## src/rtl/cpu_sequencer.sv

```systemverilog
//======================================================================
// Module   : cpu_sequencer
// Purpose  : Fetch/decode/execute control FSM for the Salamander-4 core.
//            Optional macro SEQ_SINGLE_STEP_EN adds a 'step' input.
// Revision : 1.0 - initial release
//======================================================================
`default_nettype none

module cpu_sequencer #(
    parameter int ADDR_W   = 5,
    parameter int INSTR_W  = 8,
    parameter int OPCODE_W = 4
) (
    input  logic               clk,
    input  logic               rstn,
    input  logic               run,
`ifdef SEQ_SINGLE_STEP_EN
    input  logic               step,
`endif
    input  logic [ADDR_W-1:0]  pc_val,
    input  logic               pc_wrap,
    output logic               pc_inc,
    output logic               mem_req,
    output logic [ADDR_W-1:0]  mem_addr,
    input  logic               mem_ack,
    input  logic [INSTR_W-1:0] mem_rdata,
    output logic [INSTR_W-1:0] ir,
    output logic               alu_en,
    output logic               rf_we,
    output logic               instr_done,
    output logic               busy,
    output logic               halted,
    output logic [2:0]         state
);

    typedef enum logic [2:0] {
        S_IDLE   = 3'd0,
        S_FETCH  = 3'd1,
        S_DECODE = 3'd2,
        S_EXEC   = 3'd3,
        S_WB     = 3'd4,
        S_HALT   = 3'd5
    } state_t;

    localparam logic [OPCODE_W-1:0] C_OP_NOP  = '0;
    localparam logic [OPCODE_W-1:0] C_OP_HALT = '1;

    state_t               r_state;
    logic [INSTR_W-1:0]   r_ir;
    logic [OPCODE_W-1:0]  w_opcode;
    logic                 w_start;
    state_t               w_boundary_state;

    assign w_opcode = r_ir[INSTR_W-1 -: OPCODE_W];

    // Start condition out of IDLE and the state taken when an instruction completes.
    always_comb begin
        w_start          = run;
        w_boundary_state = S_IDLE;
`ifdef SEQ_SINGLE_STEP_EN
        w_start = run | step;
        if (pc_wrap) begin
            w_boundary_state = S_HALT;
        end else begin
            w_boundary_state = S_IDLE;
        end
`else
        if (pc_wrap) begin
            w_boundary_state = S_HALT;
        end else if (run) begin
            w_boundary_state = S_FETCH;
        end else begin
            w_boundary_state = S_IDLE;
        end
`endif
    end

    always_ff @(posedge clk or negedge rstn) begin
        if (!rstn) begin
            r_state <= S_IDLE;
            r_ir    <= '0;
        end else begin
            case (r_state)
                S_IDLE: begin
                    if (w_start) begin
                        r_state <= S_FETCH;
                    end
                end
                S_FETCH: begin
                    if (mem_ack) begin
                        r_ir    <= mem_rdata;
                        r_state <= S_DECODE;
                    end
                end
                S_DECODE: begin
                    if (w_opcode == C_OP_HALT) begin
                        r_state <= S_HALT;
                    end else if (w_opcode == C_OP_NOP) begin
                        r_state <= w_boundary_state;
                    end else begin
                        r_state <= S_EXEC;
                    end
                end
                S_EXEC:  r_state <= S_WB;
                S_WB:    r_state <= w_boundary_state;
                S_HALT:  r_state <= S_HALT;
                default: r_state <= S_IDLE;
            endcase
        end
    end

    // Outputs decode directly from the state register so reset clears them at once.
    always_comb begin
        pc_inc     = 1'b0;
        mem_req    = 1'b0;
        mem_addr   = '0;
        alu_en     = 1'b0;
        rf_we      = 1'b0;
        instr_done = 1'b0;
        busy       = 1'b0;
        halted     = 1'b0;
        case (r_state)
            S_FETCH: begin
                mem_req  = 1'b1;
                mem_addr = pc_val;
                busy     = 1'b1;
            end
            S_DECODE: begin
                busy       = 1'b1;
                pc_inc     = (w_opcode != C_OP_HALT);
                instr_done = (w_opcode == C_OP_NOP);
            end
            S_EXEC: begin
                busy   = 1'b1;
                alu_en = 1'b1;
            end
            S_WB: begin
                busy       = 1'b1;
                rf_we      = 1'b1;
                instr_done = 1'b1;
            end
            S_HALT: begin
                halted = 1'b1;
            end
            default: begin
                busy = 1'b0;
            end
        endcase
    end

    assign ir    = r_ir;
    assign state = r_state;

endmodule

`default_nettype wire

```

## config.mk

```make
export PLATFORM = sky130hd
export DESIGN_NAME = cpu_sequencer
export DESIGN_NICKNAME = d
export VERILOG_FILES = /design/src/rtl/cpu_sequencer.sv
export SDC_FILE = /design/constraint.sdc
export NUM_CORES = 1
export LEC_CHECK = 0
export CAP_MARGIN = 5
export CORE_MARGIN = 8
export CORE_UTILIZATION = 35
export DETAILED_ROUTE_END_ITERATION = 6
export PLACE_DENSITY = 0.76
export REMOVE_ABC_BUFFERS = 1
export SLEW_MARGIN = 20
export SYNTH_ARGS = -nofsm -noshare
export SYNTH_HDL_FRONTEND = slang
export SYNTH_SLANG_ARGS = --single-unit
```

## constraint.sdc

```tcl
create_clock -name clk -period 4.3 [get_ports clk]
set_input_delay 0.645 -clock clk [delete_from_list [all_inputs] [get_ports clk]]
set_output_delay 0.645 -clock clk [all_outputs]
set_load 0.02 [all_outputs]
```

After elaboration in Yosys (flattened, before gate mapping)
Cells that the tools add are included.
{"block": "word_totals", "register_bits": 11, "latch_bits": 0, "ram_bits": 0, "rom_bits": 0, "input_bits": 18, "mem_count": 0}
{"block": "op_classes", "n_addsub": 0, "mul": 0, "n_div": 0, "n_lt_le_gt_ge": 0, "n_eq_ne": 9, "shifts": 0, "n_mux": 15, "n_bitwise": 0, "n_reduce_logical": 5}
{"cell": "case mux 3 bit (6 select lines)", "n": 1}
{"cell": "two-way mux 3 bit", "n": 5}
{"cell": "two-way mux 1 bit", "n": 7}
{"cell": "== test 3 x 2 -> 1 bit, second input constant", "n": 2}
{"cell": "== test 3 bit, second input constant", "n": 2}
{"cell": "two-way mux 5 bit", "n": 1}
{"cell": "== test 4 bit, second input constant", "n": 1}
{"cell": "logical NOT 4 bit", "n": 1}
{"cell": "!= test 2 bit, second input constant", "n": 2}
{"cell": "!= test 4 bit, second input constant", "n": 1}
{"cell": "AND reduction 2 bit", "n": 2}
{"cell": "OR reduction 4 bit", "n": 1}
{"cell": "== test 3 x 1 -> 1 bit, second input constant", "n": 1}
{"cell": "logical NOT 3 bit", "n": 1}
{"cell": "case mux 1 bit (2 select lines)", "n": 1}

Longest topological paths before layout
{"block": "logic_depth", "depth_word": 5, "ltp_mapped": 4}

Worst setup path after synthesis
No wires, ideal clock.
{"block": "synth_timing", "kind": "flip-flop to output port", "startpoint": "register r_state[2], in the netlist state[2]", "endpoint": "output port instr_done", "arrival_ns": 1.429, "t_required_ns": 3.655, "setup_slack_ns": 2.226, "stages_incl_launch_ff": 5, "n_path_buf": 1, "path_cell_list": "dfrtp_1 buf_2 or2b_1 nand2b_1 a21oi_1"}
{"block": "synth_via", "elab_chain_cells": 2, "word_cells_on_any_way": 3}
{"item": "start: declaration", "line": "48", "text": "state_t r_state;"}
{"item": "start signal: assignment", "line": "99", "text": "r_state <= w_boundary_state;"}
{"item": "start signal: assignment", "line": "105", "text": "S_WB: r_state <= w_boundary_state;"}
{"item": "== test 3 bit or == test 3 x 2 -> 1 bit (tied branches)", "line": "122", "text": "case (r_state)"}
{"item": "case mux 1 bit (2 select lines) (*)", "line": "122"}
{"item": "end: declaration", "line": "30", "text": "output logic instr_done,"}
Every way passes the cells marked *; elsewhere a longest branch is shown, timed or not.

Final worst setup path
{"block": "layout_timing", "startpoint": "register r_ir[5], in the netlist ir[5]", "endpoint": "output port instr_done"}
{"block": "layout_via", "elab_chain_cells": 2}
{"item": "start: declaration", "line": "49", "text": "logic [INSTR_W-1:0] r_ir;"}
{"item": "start signal: assignment", "line": "91", "text": "r_ir <= mem_rdata;"}
{"item": "logical NOT 4 bit", "line": "131", "text": "instr_done = (w_opcode == C_OP_NOP);"}
{"item": "case mux 1 bit (2 select lines)", "line": "122"}
Every way passes these cells.

==> reports/results.ini <==
[layout]
drive_above_1_share_pct=17.0
fillers=188
final_nets=119
seqCellArea_um2=275
multi_input_area_um2=349
instances_no_fill=127
final_common_cell=clkdlybuf4s50_1
n_antenna_cell=0
syn2layout_area_growth_pct=63.1
final_cell_mix=clkdlybuf4s50_1 (40), dfrtp_1 (11), mux2_4 (8)

[logic_synthesis]
syn_area_um2=672
synth_warnings=0
synthArstFlopShare_pct=100
ys_seq_elements=11
synthCells=59
synth.avg_cell_area_um2=11.4
synth-edff-count=0
synth_flop_cell=dfrtp_1
yosysSeqAreaShare_pct=41.0
ys_types=27

[clocking]
cts_tree=built
cts-root-buf=clkbuf_4
cts_max_level=1
cts_made_buffers=3
clkTransAtPathRegs_ps=70
clockBufferDepth=2
postCtsSetupRepairBufs=0
hold_buffers=0
clock_sinks=11
clk_latency_ps=260
post_cts_resized=0

[sta]
min_period_ps=2720
setup_viol=0
fin_skew_ps=4.59
max_freq_mhz=368
hold_violations=0
worst_pin_slew_ps=548
fin_crit_sh_pct=63.3
setup_tns_ps=0
drv_slew=0
rsz0062_at_grt=no
maxSlewHeadroom_pct=63.1

[floorplan]
pin_count=41
coreArea_um2=1880
initial_core_util_pct=35.7
die_w_um=59.8
die_area_um2=3580
die_height_um=59.8
row_count=16

[drt]
wl_met1_um=807
route.vias.total=609
wl_per_cell_um=14.4
ant_nets=0
dr_wl_met3_um=168
drt_iter0_markers=10
drc_errors=0
first_pass_iters=4
avgViaCountPerCell=4.80
wirelength_um=1830
wl_met2_um=816
routed.top_layer=met4

[place]
finalWeightedCongestion=0.775
dp_hpwl_um=1430
dpl.cell_count=123
port_buffers=40

[worst_hold_path]
hold-path-cell-count=1
worstHoldStart=ir[1]$_DFFE_PN0P_
hold_path_end=ir[1]$_DFFE_PN0P_
min_path_type=flip-flop to flip-flop

[setup_path]
path_max_fanout=4
worstRegToRegCells=3
cp_data_arrival_time_ps=2080
setup.worst_path.start_class=flip-flop
cp_data_required_time_ps=3650
end_kind=output port
critPathKind=flip-flop to output port
reg2reg_from=state[0]$_DFFE_PN0P_
r2r_slack_ps=2640
r2r-end=ir[0]$_DFFE_PN0P_

[run]
cap_violations=0

[power_and_ir_drop]
power.density_nw_per_um2=793
power.leakage_nw=0.449
irDropWorstVdd_v=0.000421

[global_routing]
first_global_vias=603
gr-total-overflow=0
antenna_found_initial=0
grt_max_degree=13
grtUsageTotal_pct=10.1
grt_pass1_wl_um=2740

[run_status]
status=completed

[routing by layer]
metal,track usage [%],up-vias
met5,0,-
met4,6.46,0
met3,3.23,4
met2,15.4,33
met1,12.0,286
li1,-,286
[sequential cells by signal, summed over array words and instances, names as in the netlist]
| signal | cells |
|---|---|
| ir | 8 |
| state | 3 |
[cell families (layout without fill, tap and decap cells)]
logic type / after synthesis / count (layout) / share of synthesized area (%)
xor gates and xnor gates: 1 / 1 / 1.30
muxes: 9 / 9 / 19.6
DFF: 11 / 11 / 41.0
AOI/OAI and AO/OA: 8 / 8 / 8.75
buffers and inverters: 6 / 47 / 7.08
and+or+nand+nor: 24 / 24 / 22.4
[critical path, cell delays in order, from the launching register on]
cell             delay (ps)
dfrtp_1                 410
nor4_1                  530
nand2b_1                110
a21oi_1                 140
clkdlybuf4s50_1         620
[final cells by class]
cell class | instances | share of cell area, %
sequential | 11 | 25.1
inverter | 3 | 1.03
multi-input combinational | 42 | 31.8
clock buffer | 4 | 2.40
timing repair buffer | 40 | 36.5
tap | 27 | 3.08
[metrics by stage]
stage	worst slack, ps	power, W	instance area (um2)	hold WS, ps	utilization, %
3_5_place_dp	1820	0.000805	1070	494	56.8
3_3_place_gp	1850	0.000795	1070	490	56.8
4_1_cts	1580	0.000879	1100	511	58.2
2_1_floorplan	2290	0.000550	636	349	-
5_1_grt	1450	0.000914	1100	529	58.2
6_report	1580	0.000869	1100	507	58.2
[how the worst max path moves through the flow]
| stage | startpoint | endpoint | slack [ps] | depth (start not counted) |
|---|---|---|---|---|
| finish | ir[5]$_DFFE_PN0P_ | instr_done | 1580 | 4 |
| global placement | pc_val[4] | mem_addr[4] | 1850 | 3 |
| detailed placement | pc_val[2] | mem_addr[2] | 1820 | 3 |
| floorplan | state[2]$_DFFE_PN0P_ | instr_done | 2290 | 3 |
| global route | ir[5]$_DFFE_PN0P_ | instr_done | 1450 | 4 |
| CTS | ir[5]$_DFFE_PN0P_ | instr_done | 1580 | 4 |
[power breakdown]
part | switching (W) | internal, W
sequential | 0.0000708 | 0.000156
combinational | 0.000260 | 0.000315
clock | 0.0000321 | 0.0000359
total | 0.000363 | 0.000506
[cells in the mapped netlist, types with 2 or more instances]
master   number  area, um2
or3_1         2       12.5
a21oi_1       2       10.0
nor2_1        5       18.8
nand2_1       3       11.3
and2_1        6       37.5
mux2_4        8        120
dfrtp_1      11        275
inv_1         3       11.3
Power figures use the tool's default switching activity.
